--- config.mk ---
export PLATFORM = sky130hd
export DESIGN_NAME = regfile_write_scheduler
export DESIGN_NICKNAME = d
export VERILOG_FILES = /design/src/rtl/regfile_pkg.sv /design/src/rtl/write_request_fifo.sv /design/src/rtl/regfile_write_scheduler.sv
export SDC_FILE = /design/constraint.sdc
export NUM_CORES = 1
export LEC_CHECK = 0
export ABC_AREA = 1
export CAP_MARGIN = 25
export CORE_MARGIN = 4
export CORE_UTILIZATION = 25
export DETAILED_ROUTE_END_ITERATION = 16
export MAX_ROUTING_LAYER = met4
export SYNTH_ARGS = -nofsm -noshare
export SYNTH_HDL_FRONTEND = slang
export SYNTH_SLANG_ARGS = --single-unit
export TNS_END_PERCENT = 30
--- constraint.sdc ---
create_clock -name system_clock -period 3 [get_ports system_clock]
set_input_delay 0.6 -clock system_clock [delete_from_list [all_inputs] [get_ports system_clock]]
set_output_delay 0.6 -clock system_clock [all_outputs]
set_load 0.1 [all_outputs]
--- src/rtl/regfile_pkg.sv ---
// Shared defaults and request type for the register-file write scheduler.
package regfile_pkg;

  localparam int unsigned DefaultDataWidth   = 32;
  localparam int unsigned DefaultAddressSize = 5;

  typedef struct packed {
    logic [DefaultAddressSize-1:0] address;
    logic [DefaultDataWidth-1:0]   data;
  } write_request_t;

endpackage

--- src/rtl/write_request_fifo.sv ---
// Synchronous FIFO for deferred register writes; exposes per-entry valid/address taps.
module write_request_fifo #(
  parameter int unsigned DataWidth = 32,
  parameter int unsigned AddrWidth = 5,
  parameter int unsigned Depth     = 2
) (
  input  logic                             clk_i,
  input  logic                             rst_i,
  input  logic                             push_valid_i,
  output logic                             push_ready_o,
  input  logic [AddrWidth-1:0]             push_addr_i,
  input  logic [DataWidth-1:0]             push_data_i,
  input  logic                             pop_i,
  output logic                             head_valid_o,
  output logic [AddrWidth-1:0]             head_addr_o,
  output logic [DataWidth-1:0]             head_data_o,
  output logic [Depth-1:0]                 entry_valid_o,
  output logic [Depth-1:0][AddrWidth-1:0]  entry_addr_o
);

  localparam int unsigned PtrW = $clog2(Depth);
  localparam logic [PtrW:0] PtrOne = 1;

  logic [PtrW:0]                    wr_ptr_q, wr_ptr_d, rd_ptr_q, rd_ptr_d;
  logic [Depth-1:0]                 valid_q, valid_d;
  logic [Depth-1:0][AddrWidth-1:0]  addr_q, addr_d;
  logic [Depth-1:0][DataWidth-1:0]  data_q, data_d;
  logic                             full, empty, push, pop;

  // Extra wrap bit distinguishes full from empty when the index bits match.
  assign full  = (wr_ptr_q[PtrW] != rd_ptr_q[PtrW]) &&
                 (wr_ptr_q[PtrW-1:0] == rd_ptr_q[PtrW-1:0]);
  assign empty = (wr_ptr_q == rd_ptr_q);

  assign push_ready_o = !full && !rst_i;
  assign push         = push_valid_i && push_ready_o;
  assign pop          = pop_i && !empty;

  assign head_valid_o  = !empty;
  assign head_addr_o   = addr_q[rd_ptr_q[PtrW-1:0]];
  assign head_data_o   = data_q[rd_ptr_q[PtrW-1:0]];
  assign entry_valid_o = valid_q;
  assign entry_addr_o  = addr_q;

  always_comb begin
    wr_ptr_d = wr_ptr_q;
    rd_ptr_d = rd_ptr_q;
    valid_d  = valid_q;
    addr_d   = addr_q;
    data_d   = data_q;
    if (push) begin
      addr_d[wr_ptr_q[PtrW-1:0]]  = push_addr_i;
      data_d[wr_ptr_q[PtrW-1:0]]  = push_data_i;
      valid_d[wr_ptr_q[PtrW-1:0]] = 1'b1;
      wr_ptr_d                    = wr_ptr_q + PtrOne;
    end
    if (pop) begin
      valid_d[rd_ptr_q[PtrW-1:0]] = 1'b0;
      rd_ptr_d                    = rd_ptr_q + PtrOne;
    end
  end

  always_ff @(posedge clk_i or posedge rst_i) begin
    if (rst_i) begin
      wr_ptr_q <= '0;
      rd_ptr_q <= '0;
      valid_q  <= '0;
      addr_q   <= '0;
      data_q   <= '0;
    end else begin
      wr_ptr_q <= wr_ptr_d;
      rd_ptr_q <= rd_ptr_d;
      valid_q  <= valid_d;
      addr_q   <= addr_d;
      data_q   <= data_d;
    end
  end

endmodule

--- src/rtl/regfile_write_scheduler.sv ---
// Arbitrates the register-file write port: pipeline first, buffered unit results in idle slots.
module regfile_write_scheduler
  import regfile_pkg::*;
#(
  parameter int unsigned DATA_WIDTH   = DefaultDataWidth,
  parameter int unsigned ADDRESS_SIZE = DefaultAddressSize,
  parameter int unsigned FIFO_DEPTH   = 2,
  parameter int unsigned STARVE_LIMIT = 4
) (
  input  logic                         system_clock,
  input  logic                         reset,
  input  logic                         pipe_valid,
  input  logic [ADDRESS_SIZE-1:0]      pipe_address,
  input  logic [DATA_WIDTH-1:0]        pipe_data,
  input  logic                         unit_valid,
  output logic                         unit_ready,
  input  logic [ADDRESS_SIZE-1:0]      unit_address,
  input  logic [DATA_WIDTH-1:0]        unit_data,
  output logic                         write_enable,
  output logic [ADDRESS_SIZE-1:0]      write_address,
  output logic [DATA_WIDTH-1:0]        write_data,
  output logic [2**ADDRESS_SIZE-1:0]   pending_mask,
  output logic                         stall_pipeline,
  output logic                         conflict_error
);

  localparam int unsigned CntW = $clog2(STARVE_LIMIT + 1);
  localparam logic [CntW-1:0] Limit  = CntW'(STARVE_LIMIT);
  localparam logic [CntW-1:0] CntOne = 1;

  logic                                    pipe_write, unit_push, pop;
  logic                                    head_valid;
  logic [ADDRESS_SIZE-1:0]                 head_addr;
  logic [DATA_WIDTH-1:0]                   head_data;
  logic [FIFO_DEPTH-1:0]                   entry_valid;
  logic [FIFO_DEPTH-1:0][ADDRESS_SIZE-1:0] entry_addr;
  logic [CntW-1:0]                         cnt_q, cnt_d;
  logic                                    stall_q, stall_d;
  logic                                    conflict_q, conflict_d;

  // r0 is hardwired: pipe writes to it never take the port, unit writes to it are dropped.
  assign pipe_write = pipe_valid && (pipe_address != '0) && !reset;
  assign unit_push  = unit_valid && (unit_address != '0);
  assign pop        = head_valid && !pipe_write;

  write_request_fifo #(
    .DataWidth (DATA_WIDTH),
    .AddrWidth (ADDRESS_SIZE),
    .Depth     (FIFO_DEPTH)
  ) u_fifo (
    .clk_i         (system_clock),
    .rst_i         (reset),
    .push_valid_i  (unit_push),
    .push_ready_o  (unit_ready),
    .push_addr_i   (unit_address),
    .push_data_i   (unit_data),
    .pop_i         (pop),
    .head_valid_o  (head_valid),
    .head_addr_o   (head_addr),
    .head_data_o   (head_data),
    .entry_valid_o (entry_valid),
    .entry_addr_o  (entry_addr)
  );

  always_comb begin
    write_enable  = 1'b0;
    write_address = '0;
    write_data    = '0;
    if (pipe_write) begin
      write_enable  = 1'b1;
      write_address = pipe_address;
      write_data    = pipe_data;
    end else if (head_valid) begin
      write_enable  = 1'b1;
      write_address = head_addr;
      write_data    = head_data;
    end
  end

  always_comb begin
    pending_mask = '0;
    for (int unsigned i = 0; i < FIFO_DEPTH; i++) begin
      if (entry_valid[i]) pending_mask[entry_addr[i]] = 1'b1;
    end
  end

  always_comb begin
    cnt_d = cnt_q;
    if (!head_valid || pop) begin
      cnt_d = '0;
    end else if (cnt_q != Limit) begin
      cnt_d = cnt_q + CntOne;
    end
    stall_d    = (cnt_q == Limit) && head_valid && !pop;
    conflict_d = conflict_q || (pipe_write && pending_mask[pipe_address]);
  end

  always_ff @(posedge system_clock or posedge reset) begin
    if (reset) begin
      cnt_q      <= '0;
      stall_q    <= 1'b0;
      conflict_q <= 1'b0;
    end else begin
      cnt_q      <= cnt_d;
      stall_q    <= stall_d;
      conflict_q <= conflict_d;
    end
  end

  assign stall_pipeline = stall_q;
  assign conflict_error = conflict_q;

endmodule

Word-level counts from Yosys, hierarchy flattened
Cells that the tools add are included.
{"block": "totals", "reg_bits": 85, "out_inout_bits": 73, "elab_cells": 88}
{"block": "classes", "add_sub_neg": 3, "order_cmp": 9, "eq_ne": 5, "muxes": 32, "bitwise_logic": 4, "reduce_logical": 25}
{"cell": "$mux W32", "n": 7}
{"cell": "$bwmux W64", "n": 1}
{"cell": "$demux W32 S1", "n": 1}
{"cell": "$or A32 B32 Y32", "n": 1}
{"cell": "$mux W5", "n": 5}
{"cell": "$lt A5 B6 Y1 const B", "n": 3}
{"cell": "$logic_and A1 B1 Y1", "n": 15}
{"cell": "$bwmux W10", "n": 1}
{"cell": "$demux W1 S5", "n": 2}
{"cell": "$ge A5 B1 Y1 const B", "n": 2}
{"cell": "$reduce_bool A5 Y1", "n": 2}
{"cell": "$mux W1", "n": 7}
{"cell": "$mux W3", "n": 2}
{"cell": "$bmux W1 S5", "n": 1}
{"cell": "$demux W5 S1", "n": 1}
{"cell": "$logic_not A1 Y1", "n": 5}
{"cell": "$add A2 B1 Y2 const B", "n": 2}
{"cell": "$lt A1 B2 Y1 const B", "n": 2}
{"cell": "$mux W2", "n": 2}
{"cell": "$add A3 B1 Y3 const B", "n": 1}
{"cell": "$eq A3 B3 Y1 const B", "n": 1}
{"cell": "$ne A3 B3 Y1 const B", "n": 1}
{"cell": "$and A2 B2 Y2", "n": 1}
{"cell": "$demux W1 S1", "n": 2}
{"cell": "other kinds (8)", "n": 10}

Longest topological paths before layout
{"block": "logic_depth", "ltp_word": 11, "mapped_depth": 11, "mapped_depth_nobuf": 11}

By module
From an unflattened synthesis, not the netlist that was laid out.
{"block": "unflattened", "cells_unflattened": 778, "hier_area_um2": 5212.5}
{"module": "write_request_fifo", "n_inst": 1, "cells_per_inst": 473, "area_per_inst_um2": 3569.7, "seq_area_each_um2": 2001.9}
{"module": "regfile_write_scheduler", "n_inst": 1, "cells_per_inst": 305, "area_per_inst_um2": 1642.8, "seq_area_each_um2": 125.1}

Worst setup path after synthesis
Ideal clock, no wire load.
{"block": "synth_timing", "kind": "input -> output", "from": "input port pipe_address[0]", "to": "output port write_address[1]", "t_arrival_ns": 2.963, "required_time_ns": 2.400, "path_slack_ns": -0.563, "path_stages": 7, "n_path_buf": 1, "path_cell_list": "buf_6 nor2_8 nand4_1 nand2_2 nand2_1 or2_4 o221ai_1"}
{"block": "synth_between", "elab_chain_cells": 4}
{"item": "start, declared", "line": "regfile_write_scheduler.sv:13", "source": "input logic [ADDRESS_SIZE-1:0] pipe_address,"}
{"item": "$reduce_bool A5 Y1", "line": "regfile_write_scheduler.sv:42", "source": "assign pipe_write = pipe_valid && (pipe_address != '0) && !reset;"}
{"item": "$logic_and A1 B1 Y1 (2 in series)", "line": "regfile_write_scheduler.sv:42"}
{"item": "$mux W5", "line": "regfile_write_scheduler.sv:69", "source": "if (pipe_write) begin"}
{"item": "end, declared", "line": "regfile_write_scheduler.sv:20", "source": "output logic [ADDRESS_SIZE-1:0] write_address,"}
Every way passes these cells.

Worst setup path after layout
{"block": "layout_timing", "from": "input port pipe_address[0]", "to": "output port write_data[19]"}
{"block": "layout_between", "elab_chain_cells": 4}
{"item": "$reduce_bool A5 Y1", "line": "regfile_write_scheduler.sv:42"}
{"item": "$logic_and A1 B1 Y1 (2 in series)", "line": "regfile_write_scheduler.sv:42"}
{"item": "$mux W32", "line": "regfile_write_scheduler.sv:69"}
{"item": "end, declared", "line": "regfile_write_scheduler.sv:21", "source": "output logic [DATA_WIDTH-1:0] write_data,"}
Every way passes these cells.

==> impl_metrics.yaml <==
global_routing:
  grt_pass1_wl_mm: 25.8
  grt-ovfl-total: 0
  grt_start_max_net_pins: 59
  grt_pass1_vias: 4906
  antenna_found_initial: 0
  grt.total_usage: 0.152
cts:
  clk_pin_slew_ps: 60
  cts_tree: "done"
  clock-root-buffer: "clkbuf_16"
  holdBufCountCts: 0
  clkSinkCount: 85
  cts_htree_levels: 3
  clkLatencyLatePin_ps: 330
  cts_buffer_depth: 2
  post_cts_buffers: 0
  numCtsBuffers: 9
sta:
  slew_headroom: 0.553
  fin_crit_ps: 2910
  tightest_slew_ps: 669
  clock_skew_ps: 6.82
  rsz0062_at_grt: "false"
  min_period_over_period: 0.970
  setup_viol: 0
  max_freq_ghz: 0.343
  slew_viol_final: 0
  finalHoldViolCount: 0
yosys:
  synth.distinct_cells: 27
  postSynthCellCount: 704
  netlist.top_cell.by_area: "dfrtp_1"
  ys_seq_elements: 85
  syn_area_sq_mm: 0.00488
  ys_seq_area_frac: 0.435
  synthesis.nets: 784
  avgSynthCellArea_sq_um: 6.94
  synth-warning-count: 0
  yosys.area.top_type_share: 0.435
  netlist_top_cells_area: "dfrtp_1 (44%), nand2_1 (24%), nand3_1 (6.7%)"
layout:
  seqCellArea_sq_mm: 0.00213
  drive_above_1_share: 0.177
  finalInstanceArea_sq_mm: 0.00767
  diodes: 0
  final_common_cell: "nand2_1"
  nets: 947
  final_cell_mix: "nand2_1 (311), dfrtp_1 (85), clkdlybuf4s50_1 (71)"
  multi_input_area_sq_mm: 0.00238
  area_growth_pct: 57.1
  fillCellCount: 1930
  final_util: 0.405
route:
  vias_per_cell: 4.43
  dr.pass1.iters: 5
  wirelength_mm: 16.1
  vias: 5008
  drcViolationCount: 0
  wl_per_cell_microns: 14.3
  drtIter0Drc: 292
  top_layer: "met4"
  routed-wl-met3_mm: 1.21
  wl_met1_mm: 7.64
  met2_length_mm: 6.97
  drtAntennaViolNets: 0
floorplanning:
  fp.dieH_microns: 148
  fp.coreArea_sq_mm: 0.0190
  pin_count: 151
  die-area_sq_mm: 0.0218
  fp.dieW_microns: 148
  floorplan.rows: 50
  initial_utilization: 0.258
worst_setup_path:
  criticalPathCategory: "input port to output port"
  startpoint_type: "input port"
  crit_fanout: 13
  cp.arrival_ps: 2310
  cp_data_required_time_ps: 2400
  worstSetupEndpointType: "output port"
placement:
  io_buffers: 150
  placed_area_sq_mm: 0.00722
  gp_congestion: 0.933
  dpl.hpwl_mm: 11.9
pwr:
  p_switching_uw: 5000
  vdd_drop_max_v: 0.000815
  internal-power_uw: 4550
  p_leak_uw: 0.00382
  p_total_uw: 9550
  swShare: 0.524
  powerDensity_mw_per_mm2: 1240
  pwr-share-comb: 0.678
  seqPwrFrac: 0.212
  p_clk_frac: 0.110
flow_run:
  cap_violations: 0
status:
  status: "complete, no violations"
hold_path:
  hold_path.class: "input port to asynchronous set/reset pin"
==> synthesized netlist by cell type, drive strengths merged <==
| cell | n |
|---|---|
| o221ai | 5 |
| nor2 | 37 |
| nand2 | 312 |
| nand4 | 2 |
| buf | 19 |
| o21ai | 81 |
| nor3 | 5 |
| nand3 | 65 |
| or2 | 2 |
| a21oi | 5 |
| clkinv | 2 |
| xnor2 | 5 |
| ha | 2 |
| clkbuf | 8 |
| xor2 | 1 |
| inv | 68 |
| dfrtp | 85 |
==> flip-flops by register name (all words and copies together) (netlist names) <==
name	cells
u_fifo.rd_ptr_q	2
cnt_q	3
u_fifo.entry_addr_o	10
u_fifo.entry_valid_o	2
u_fifo.data_q	64
conflict_error	1
u_fifo.wr_ptr_q	2
stall_pipeline	1
==> worst paths after layout <==
check	from	end	cells after the start	slack (ps)
max reg2reg	u_fifo.wr_ptr_q[1]	u_fifo.entry_addr_o[3]	8	1030
min in group system_clock	u_fifo.data_q[38]	u_fifo.data_q[38]	2	490
max in group asynchronous	reset	u_fifo.data_q[17]	4	1970
min reg2reg	u_fifo.data_q[38]	u_fifo.data_q[38]	2	490
min	reset	u_fifo.entry_valid_o[1]	3	490
max	pipe_address[0]	write_data[19]	11	90
==> logic make-up after synthesis <==
| logic type | share of synthesized area |
|---|---|
| AND/OR/NAND/NOR | 0.350 |
| buffers and inverters | 0.0917 |
| AO/OA/AOI/OAI | 0.106 |
| flip-flops | 0.435 |
| XOR/XNOR | 0.0123 |
| adder cells (fa/ha/maj) | 0.00512 |
==> worst max-delay path, cell delays in order <==
cell           delay (ps)
dlygate4sd2_1         300
nor2_8                130
nand4_1                90
nand2_2               100
nand2_1                80
or2_4                 260
inv_6                  90
bufbuf_16             290
nand2_1                50
nand3_1               110
buf_12                190
==> power by group through the flow <==
stage | Combinational [uW] | Sequential, uW | Clock, uW
5_1_grt | 6840 | 2090 | 1150
3_3_place_gp | 6190 | 2020 | 0
4_1_cts | 6510 | 2020 | 1100
6_report | 6470 | 2020 | 1050
2_1_floorplan | 4060 | 1920 | 0
3_5_place_dp | 6240 | 2020 | 0
==> final cells by class <==
cell class	count	share of cell area
Timing Repair Buffer	179	0.297
Clock buffer	12	0.0347
Tap cell	260	0.0424
Inverter	70	0.0352
Clock inverter	3	0.00261
Sequential cell	85	0.277
Multi-Input combinational cell	522	0.311
==> per-stage QoR <==
step,instances,hold WS (ps),setup TNS (ps),setup WS [ps]
after global placement,1114,467,-1730,-58.3
after detailed placement,1114,474,-1780,-83.4
after floorplan,704,453,-3290,-563
after global routing,1131,503,0,14.0
final,1131,485,0,88.6
after CTS,1131,488,-400,-36.9
==> routing by layer <==
metal	vias to the layer above	track usage
met2	204	0.226
li1	2536	-
met4	0	0.0475
met5	-	-
met3	24	0.0374
met1	2244	0.203
==> timing repair <==
item                                    in CTS  in global routing
endpoints found under the setup margin      36                 31
cloned                                       2                  0
resized for setup                           15                 12
endpoints found under the hold margin        0                  0
Note: power is estimated with default switching activity, not from simulation.
